--- config.mk ---
export PLATFORM = sky130hd
export DESIGN_NAME = fetch_queue_stage
export DESIGN_NICKNAME = d
export VERILOG_FILES = /design/src/rtl/fetch_queue_stage.sv
export SDC_FILE = /design/constraint.sdc
export NUM_CORES = 1
export LEC_CHECK = 0
export ABC_CLOCK_PERIOD_IN_PS = 4000
export CORE_MARGIN = 2
export CORE_UTILIZATION = 47
export CTS_BUF_LIST = sky130_fd_sc_hd__clkbuf_4
export CTS_CLUSTER_DIAMETER = 30
export DETAILED_ROUTE_END_ITERATION = 7
export PLACE_DENSITY_LB_ADDON = 0.1
export SLEW_MARGIN = 15
export SYNTH_ARGS = -nofsm -noshare
export SYNTH_HDL_FRONTEND = slang
export SYNTH_SLANG_ARGS = --single-unit
--- constraint.sdc ---
create_clock -name clk -period 4 [get_ports clk]
set_input_delay 0.8 -clock clk [delete_from_list [all_inputs] [get_ports clk]]
set_output_delay 0.8 -clock clk [all_outputs]
set_load 0.01 [all_outputs]
--- src/rtl/fetch_queue_stage.sv ---
// fetch_queue_stage: free-running fetch PC feeding a DEPTH-entry prefetch
// queue that decode drains over a valid/ready handshake. A redirect reloads
// the fetch PC and flushes the queue in one cycle.
// Optional feature macro: FETCH_PERF_CNT_EN adds the stall_cycles counter
// (edges spent with a full queue that decode did not drain).
module fetch_queue_stage #(
    parameter int                  INSTR_W  = 16,
    parameter int                  PC_W     = 32,
    parameter logic [PC_W-1:0]     RESET_PC = PC_W'(32),
    parameter int                  DEPTH    = 4,
    parameter logic [INSTR_W-1:0]  NOP      = INSTR_W'(0)
) (
    input  logic                clk,
    input  logic                reset,
    input  logic                redirect,
    input  logic [PC_W-1:0]     redirect_pc,
    input  logic                clear_instruction,
    output logic [PC_W-1:0]     imem_addr,
    input  logic [INSTR_W-1:0]  imem_rdata,
    output logic                out_valid,
    input  logic                out_ready,
    output logic [INSTR_W-1:0]  instruction_r,
    output logic [PC_W-1:0]     pc_plus_one_r
`ifdef FETCH_PERF_CNT_EN
    ,
    output logic [31:0]         stall_cycles
`endif
);

    localparam int PTR_W = $clog2(DEPTH);
    localparam int CNT_W = PTR_W + 1;

    logic [PC_W-1:0]    fetch_pc_r;
    logic [PTR_W-1:0]   wr_ptr_r;
    logic [PTR_W-1:0]   rd_ptr_r;
    logic [CNT_W-1:0]   count_r;
    logic [INSTR_W-1:0] instr_mem_r [DEPTH];
    logic [PC_W-1:0]    pcp1_mem_r  [DEPTH];

    logic               pop_s;
    logic               push_s;
    logic               full_s;
    logic [PC_W-1:0]    pc_inc_s;
    logic [CNT_W-1:0]   count_next_s;

    assign full_s    = (count_r == CNT_W'(DEPTH));
    assign pc_inc_s  = fetch_pc_r + PC_W'(1);
    assign out_valid = (count_r != {CNT_W{1'b0}});
    assign pop_s     = out_valid & out_ready;
    // A full queue may still accept a word when the head leaves this cycle.
    assign push_s    = ~redirect & (~full_s | pop_s);
    assign imem_addr = fetch_pc_r;

    // Head of queue; clear_instruction only masks the word, never the entry.
    assign instruction_r = clear_instruction ? NOP : instr_mem_r[rd_ptr_r];
    assign pc_plus_one_r = pcp1_mem_r[rd_ptr_r];

    // Occupancy after this edge's push/pop (redirect handled in the register).
    always_comb begin
        count_next_s = count_r;
        case ({push_s, pop_s})
            2'b10:   count_next_s = count_r + CNT_W'(1);
            2'b01:   count_next_s = count_r - CNT_W'(1);
            default: count_next_s = count_r;
        endcase
    end

    // Fetch PC, queue pointers and occupancy; reset beats redirect beats push/pop.
    always_ff @(posedge clk) begin
        if (!reset) begin
            fetch_pc_r <= RESET_PC;
            wr_ptr_r   <= {PTR_W{1'b0}};
            rd_ptr_r   <= {PTR_W{1'b0}};
            count_r    <= {CNT_W{1'b0}};
        end else if (redirect) begin
            fetch_pc_r <= redirect_pc;
            wr_ptr_r   <= {PTR_W{1'b0}};
            rd_ptr_r   <= {PTR_W{1'b0}};
            count_r    <= {CNT_W{1'b0}};
        end else begin
            if (push_s) begin
                fetch_pc_r <= pc_inc_s;
                wr_ptr_r   <= wr_ptr_r + PTR_W'(1);
            end
            if (pop_s) begin
                rd_ptr_r <= rd_ptr_r + PTR_W'(1);
            end
            count_r <= count_next_s;
        end
    end

    // Queue storage: each entry holds the fetched word and its successor PC.
    always_ff @(posedge clk) begin
        for (int i = 0; i < DEPTH; i++) begin
            if (!reset) begin
                instr_mem_r[i] <= {INSTR_W{1'b0}};
                pcp1_mem_r[i]  <= {PC_W{1'b0}};
            end else if (push_s && (wr_ptr_r == PTR_W'(i))) begin
                instr_mem_r[i] <= imem_rdata;
                pcp1_mem_r[i]  <= pc_inc_s;
            end
        end
    end

`ifdef FETCH_PERF_CNT_EN
    logic [31:0] stall_cnt_r;

    assign stall_cycles = stall_cnt_r;

    // Count edges where fetch is blocked by a full, undrained queue; saturating.
    always_ff @(posedge clk) begin
        if (!reset) begin
            stall_cnt_r <= 32'd0;
        end else if (full_s && !pop_s && !redirect && (stall_cnt_r != 32'hFFFF_FFFF)) begin
            stall_cnt_r <= stall_cnt_r + 32'd1;
        end
    end
`endif

endmodule

==> results of run 1 <==
[flip-flops by register name, summed over array words and instances, names as in the netlist, named ones only]
name,count
pcp1_mem_r,128
instr_mem_r,64
imem_addr,32
count_r,3
rd_ptr_r,2
wr_ptr_r,2
[cells in the mapped netlist (5+ instances only)]
library cell	instances	area share
mux4_2	48	0.10
dfxtp_1	41	0.077
buf_2	9	0.0042
and2_1	7	0.0041
nor2_1	141	0.049
clkbuf_1	44	0.015
xnor2_1	16	0.013
nand2_1	55	0.019
o21ai_0	30	0.014
inv_1	5	0.0018
nand4_1	14	0.0082
nand3_1	28	0.013
ha_1	5	0.0058
xor2_1	42	0.034
buf_1	7	0.0025
and3_1	75	0.044
a21oi_1	23	0.011
nor2b_1	17	0.0099
edfxtp_1	192	0.54
nor3_1	5	0.0023
[power by group through the flow]
stage	logic [mW]	clock network [mW]	registers, mW
after CTS	0.552	2.41	2.83
final	0.547	2.37	2.83
after detailed placement	0.548	0	2.89
after global placement	0.543	0	2.88
after global routing	0.592	2.53	2.85
after floorplan	0.274	0	2.86
[cell families after synthesis]
kind of cell	after synthesis
simple gates	366
flops	233
fa+ha+maj	6
compound gates	62
xor+xnor	58
buf+inv	66
mux	49
[stage by stage]
| step | area (um^2) | setup WS [ps] | hold WS (ps) |
|---|---|---|---|
| after detailed placement | 12400 | 339 | 506 |
| after global placement | 12400 | 502 | 471 |
| final | 13300 | 416 | 521 |
| after floorplan | 10700 | 769 | 465 |
| after CTS | 13300 | 268 | 520 |
| after global routing | 13300 | 197 | 561 |
[how the worst max path moves through the flow]
stage          cells after the start  startpoint           endpoint
2_1_floorplan                      5   out_ready  instr_mem_r[0][0]
3_3_place_gp                       6   out_ready  pcp1_mem_r[0][21]
3_5_place_dp                       6   out_ready  pcp1_mem_r[0][23]
4_1_cts                            3        flop  pc_plus_one_r[13]
5_1_grt                            3        flop  pc_plus_one_r[16]
6_report                           3        flop  pc_plus_one_r[24]
[critical path: stages, from the launching register on]
cell,delay (ps)
dfxtp_4,710
buf_12,290
mux4_2,560
clkdlybuf4s50_1,500
[metal layers]
metal / vias up / GRT usage / share of wire
met5: - / 0 / 0
met4: 0 / 0.0816 / 0.023
met3: 48 / 0.0490 / 0.066
met2: 283 / 0.400 / 0.51
met1: 3641 / 0.287 / 0.40
li1: 3441 / - / -
[cell type report]
| cell class | instances | area share |
|---|---|---|
| flip-flops and latches | 233 | 0.494 |
| multi-input cells | 541 | 0.291 |
| repair buffers | 158 | 0.119 |
| clock buffers | 95 | 0.0534 |
| well taps | 285 | 0.0267 |
| clock inverters | 14 | 0.0139 |
| inverters | 5 | 0.00141 |
| diodes | 1 | 0.000187 |
==> metrics.md, run 1 <==
| Metric | Value |
|---|---|
| Clock Skew | 59.5 ps |
| Final Cycle Share | 0.896 |
| Layout Cells excl Fill | 1,332 |
| Syn Nets | 899 |
| PD cells | 430 nW/um^2 |
| Post_cts resized | 0 |
| Xor/xnor share of the synthesized area | 0.0474 |
| Initial antenna violation count | 1 |
| Ys flop type | edfxtp_1 |
| R2R Path End | pcp1_mem_r[0][31] |
| # setup viols final | 0 |
| Depth of the worst hold-timing path | 2 |
| Grt ovf | 0 |
| R2r setup slk | 1150 ps |
| CP Max Fanout | 26 |
| H-tree depth | 2 |
| MaxCap Viol Count | 0 |
| Starting density of the core | 0.476 |
| DIE HEIGHT | 155 um |
| Post-synth EDFFs | 192 |
| Hold EP | wr_ptr_r[1] |
| FMAX | 0.279 GHz |
| DR DRC count | 0 |
| Vias in the first global route | 7,766 |
| Core area | 22,500 um^2 |
| Min Tclk post-route | 3580 ps |
| Longest Clk Path Bufs | 3 |
| Crit Path Class | flop to output pin |
| Worst-Skew Late Latency | 700 ps |
| Sequential power share | 0.493 |
| FFs w/ async S/R, synth | 0 |
| DRT Pass-1 Iters | 6 |
| GRT Total Usage | 0.231 |
| Post-layout util | 0.593 |
| Post-Synth Adder-Cell Area | 0.00771 |
| DPL Wire Length | 17,000 um |
| CTS tree | done |
| Post-synthesis register bit count | 233 |
| Final Hold Violating Endpoints | 0 |
| Post CTS Setup Buffer Count | 0 |
| Final Power | 5.75 mW |
| Post-route ant nets | 0 |
| Most common cell after layout, fill and taps aside | edfxtp_1 |
| Hold path start | wr_ptr_r[1] |
| Switch share | 0.230 |
| FP Rows | 55 |
| Slew HR | 0.399 |
| I/O pin count | 134 |
| Peak VDD IR | 291 uV |
| CTS root buf | clkbuf_4 |
| Chip width | 155 um |
| CP Capture Type | output pin |
| Vias after detailed routing | 7,413 |
| Slew @ Worst Pin | 893 ps |
| Reg2reg path depth | 5 |
| Unrepaired setup endpoints after global routing | no |
| Drt via density | 5.57 |
| Nature of the critical path startpoint | flop |
| Reg clk slew, reported paths | 70 ps |
| First-pass GRT wire length | 42,400 um |
| Mapped cell area | 10,700 um^2 |
| # hold bufs at CTS | 0 |
| Worst min path class | flop to flop |
| Simple-gate area share of the yosys netlist | 0.173 |
| CP arrival | 2780 ps |
| Syn Inst Count | 840 |
| IO buf count | 133 |
| Routability cong. | 0.833 |
| Clock share of power | 0.412 |
| Int Pwr | 4.42 mW |
| Outcome | complete, no violations |
| Footprint of the multi-input gates | 3890 um^2 |
| Ys Warns | 0 |
| Inserted Clock Buffers | 61 |
| Post-synthesis mux area share | 0.102 |
| FF/Latch Area | 6590 um^2 |
| Die ar. | 24,000 um^2 |
| Combinational family with the most area after synthesis | simple AND/OR/NAND/NOR gates |
| Syn-to-layout area delta | 24.6% |
| Combinational share of power | 0.095 |
| Avg Inst Size Synth | 12.7 um^2 |
| Origin of the critical flop-to-flop path | imem_addr[0] |
| WL per Instance | 20.3 um |
| CTS Sinks | 233 |
| Leakage | 4.91 nW |
| Detailed Route WL | 27,100 um |
| Fillers | 1,859 |
| Most frequent cells in the layout | edfxtp_1 (192), nor2_1 (140), clkdlybuf4s50_1 (133), clkbuf_4 (95), and3_1 (75) |
| Drt first-iter violations | 588 |
| Unique masters post-synth | 39 |
| Placed cell count | 1,221 |
| Layout Nets | 1,059 |
| Switching power | 1.32 mW |
| Max-slew violations | 0 |
| CP required | 3200 ps |
| Largest net degree at the start of global routing | 73 |
| Fin Setup TNS | 0 ps |
| Share of post-route cells with drive strength above 1 | 0.182 |
| Synth Area in Compound Gates | 0.0300 |
| Sequential fraction of the synthesis area | 0.615 |
Note: power is estimated with default switching activity, not from simulation.
==> inputs of run 2 (changes only) <==
CORE_UTILIZATION = 58   (was 47)
CTS_CLUSTER_SIZE = 14   (was unset)
==> metrics.md, run 2 (same netlist as run 1, synthesis figures left out) <==
| Metric | Value |
|---|---|
| Outcome | complete, no violations (unchanged) |
| Reg clk slew, reported paths | 110 ps (was 70 ps) |
| Syn-to-layout area delta | 21.3% (was 24.6%) |
| Die ar. | 19,600 um^2 (was 24,000 um^2) |
| H-tree depth | 2 (unchanged) |
| Grt ovf | 0 (unchanged) |
| Initial antenna violation count | 0 (was 1) |
| IO buf count | 133 (unchanged) |
| Worst-Skew Late Latency | 670 ps (was 700 ps) |
| Chip width | 140 um (was 155 um) |
| # diodes | 0 (was 1) |
| I/O pin count | 134 (unchanged) |
| DPL Wire Length | 16,300 um (was 17,000 um) |
| CP cell instances | buf_4 -> mux4_2 -> nor2b_1 -> clkdlybuf4s50_1 (was buf_12 -> mux4_2 -> clkdlybuf4s50_1) |
| # setup viols final | 0 (unchanged) |
| MaxCap Viol Count | 0 (unchanged) |
| CP Max Fanout | 23 (was 26) |
| Routability cong. | 0.849 (was 0.833) |
| Post_cts resized | 0 (unchanged) |
| DR DRC count | 0 (unchanged) |
| Inserted Clock Buffers | 41 (was 61) |
| Post CTS Setup Buffer Count | 0 (unchanged) |
| Drt first-iter violations | 691 (was 588) |
| DRT Pass-1 Iters | 6 (unchanged) |
| Clock Skew | 68.4 ps (was 59.5 ps) |
| Drt via density | 6.05 (was 5.57) |
| # hold bufs at CTS | 0 (unchanged) |
| Share of post-route cells with drive strength above 1 | 0.152 (was 0.182) |
| Nature of the critical path startpoint | flop (unchanged) |
| Post-route ant nets | 0 (unchanged) |
| Most common cell after layout, fill and taps aside | edfxtp_1 (unchanged) |
| Layout Nets | 1,032 (was 1,059) |
| First-pass GRT wire length | 40,400 um (was 42,400 um) |
| GRT Total Usage | 0.266 (was 0.231) |
| Unrepaired setup endpoints after global routing | no (unchanged) |
| Starting density of the core | 0.594 (was 0.476) |
| Largest net degree at the start of global routing | 69 (was 73) |
| Register bank with the most flops | pcp1_mem_r (unchanged) |
| Post-layout util | 0.720 (was 0.593) |
| Leakage | 4.72 nW (was 4.91 nW) |
| FMAX | 0.274 GHz (was 0.279 GHz) |
| Core area | 18,000 um^2 (was 22,500 um^2) |
| Vias in the first global route | 7,339 (was 7,766) |
| Detailed Route WL | 25,800 um (was 27,100 um) |
| Fillers | 1,243 (was 1,859) |
| Slowest stage delay, CP | 660 ps (was 710 ps) |
| Vias after detailed routing | 7,467 (was 7,413) |
| CTS tree | done (unchanged) |
| CP Capture Type | output pin (unchanged) |
| CTS Sinks | 233 (unchanged) |
| Max FFs per register | 128 (unchanged) |
| Most frequent cells in the layout | edfxtp_1 (192), nor2_1 (140), clkdlybuf4s50_1 (133), and3_1 (75), nand2_1 (51) (was edfxtp_1 (192), nor2_1 (140), clkdlybuf4s50_1 (133), clkbuf_4 (95), and3_1 (75)) |
| CTS root buf | clkbuf_4 (unchanged) |
| CP Buf/Inv Count | 2 (unchanged) |
| DIE HEIGHT | 140 um (was 155 um) |
| Final Hold Violating Endpoints | 0 (unchanged) |
| CP required | 3200 ps (about the same) |
| Crit Path Class | flop to output pin (unchanged) |
| Peak VDD IR | 296 uV (was 291 uV) |
| Final Cycle Share | 0.914 (was 0.896) |
| Crit-path leading delay family | buffers and inverters (unchanged) |
| Max stage delay cell, worst path | dfxtp_4 (unchanged) |
| Slew @ Worst Pin | 1100 ps (was 893 ps) |
| WL per Instance | 20.9 um (was 20.3 um) |
| CP arrival | 2850 ps (was 2780 ps) |
| PD cells | 414 nW/um^2 (was 430 nW/um^2) |
| FP Rows | 49 (was 55) |
| Slew HR | 0.256 (was 0.399) |
| Worst min path class | flop to flop (unchanged) |
| Fin Setup TNS | 0 ps (unchanged) |
| Footprint of the multi-input gates | 3890 um^2 (unchanged) |
| Max-slew violations | 0 (unchanged) |
| Longest Clk Path Bufs | 3 (unchanged) |
| FF/Latch Area | 6590 um^2 (unchanged) |
| Min Tclk post-route | 3650 ps (was 3580 ps) |
run 2: power by group:
| part | internal, mW | total (mW) | leakage [nW] | switching [mW] |
|---|---|---|---|---|
| registers | 2.75 | 2.83 | 2.35 | 0.0812 |
| clock network | 0.982 | 1.99 | 0.376 | 1.01 |
| logic | 0.270 | 0.549 | 1.99 | 0.279 |
| total | 4.00 | 5.37 | 4.72 | 1.37 |
run 2: worst paths after layout:
path / from / end / slack, ps / cells after the start
hold / removal: wr_ptr_r[1] / wr_ptr_r[1] / 510 / 2
setup reg to reg: imem_addr[0] / pcp1_mem_r[2][27] / 1260 / 5
hold reg to reg: wr_ptr_r[1] / wr_ptr_r[1] / 510 / 2
setup / recovery: flop / instruction_r[6] / 350 / 4
run 2: layout make-up:
cell class / count / area share
well taps: 229 / 0.0221
repair buffers: 151 / 0.117
multi-input cells: 541 / 0.299
clock buffers: 42 / 0.0243
flip-flops and latches: 233 / 0.508
clock inverters: 33 / 0.0286
inverters: 5 / 0.00145
run 2: worst register-to-register path, delay by kind of cell, from the launching register on:
family / cells / cell delay, ps
flip-flops: 1 / 620
XOR/XNOR: 1 / 300
AND/OR/NAND/NOR: 4 / 1560
run 2: metrics by stage:
stage	hold WS, ps	cell area [um^2]	instances	power (mW)	worst slack [ps]
finish	510	13000	1234	5.37	346
global route	545	13000	1234	5.57	131
CTS	516	13000	1234	5.41	252
detailed placement	501	12300	1159	3.43	775
global placement	471	12300	1159	3.41	894
floorplan	465	10700	840	3.13	769
run 2: metal layers:
layer,part of all wire,GRT usage
met5,0,0
met4,0.028,0.0863
met3,0.088,0.0571
met1,0.40,0.373
met2,0.49,0.423
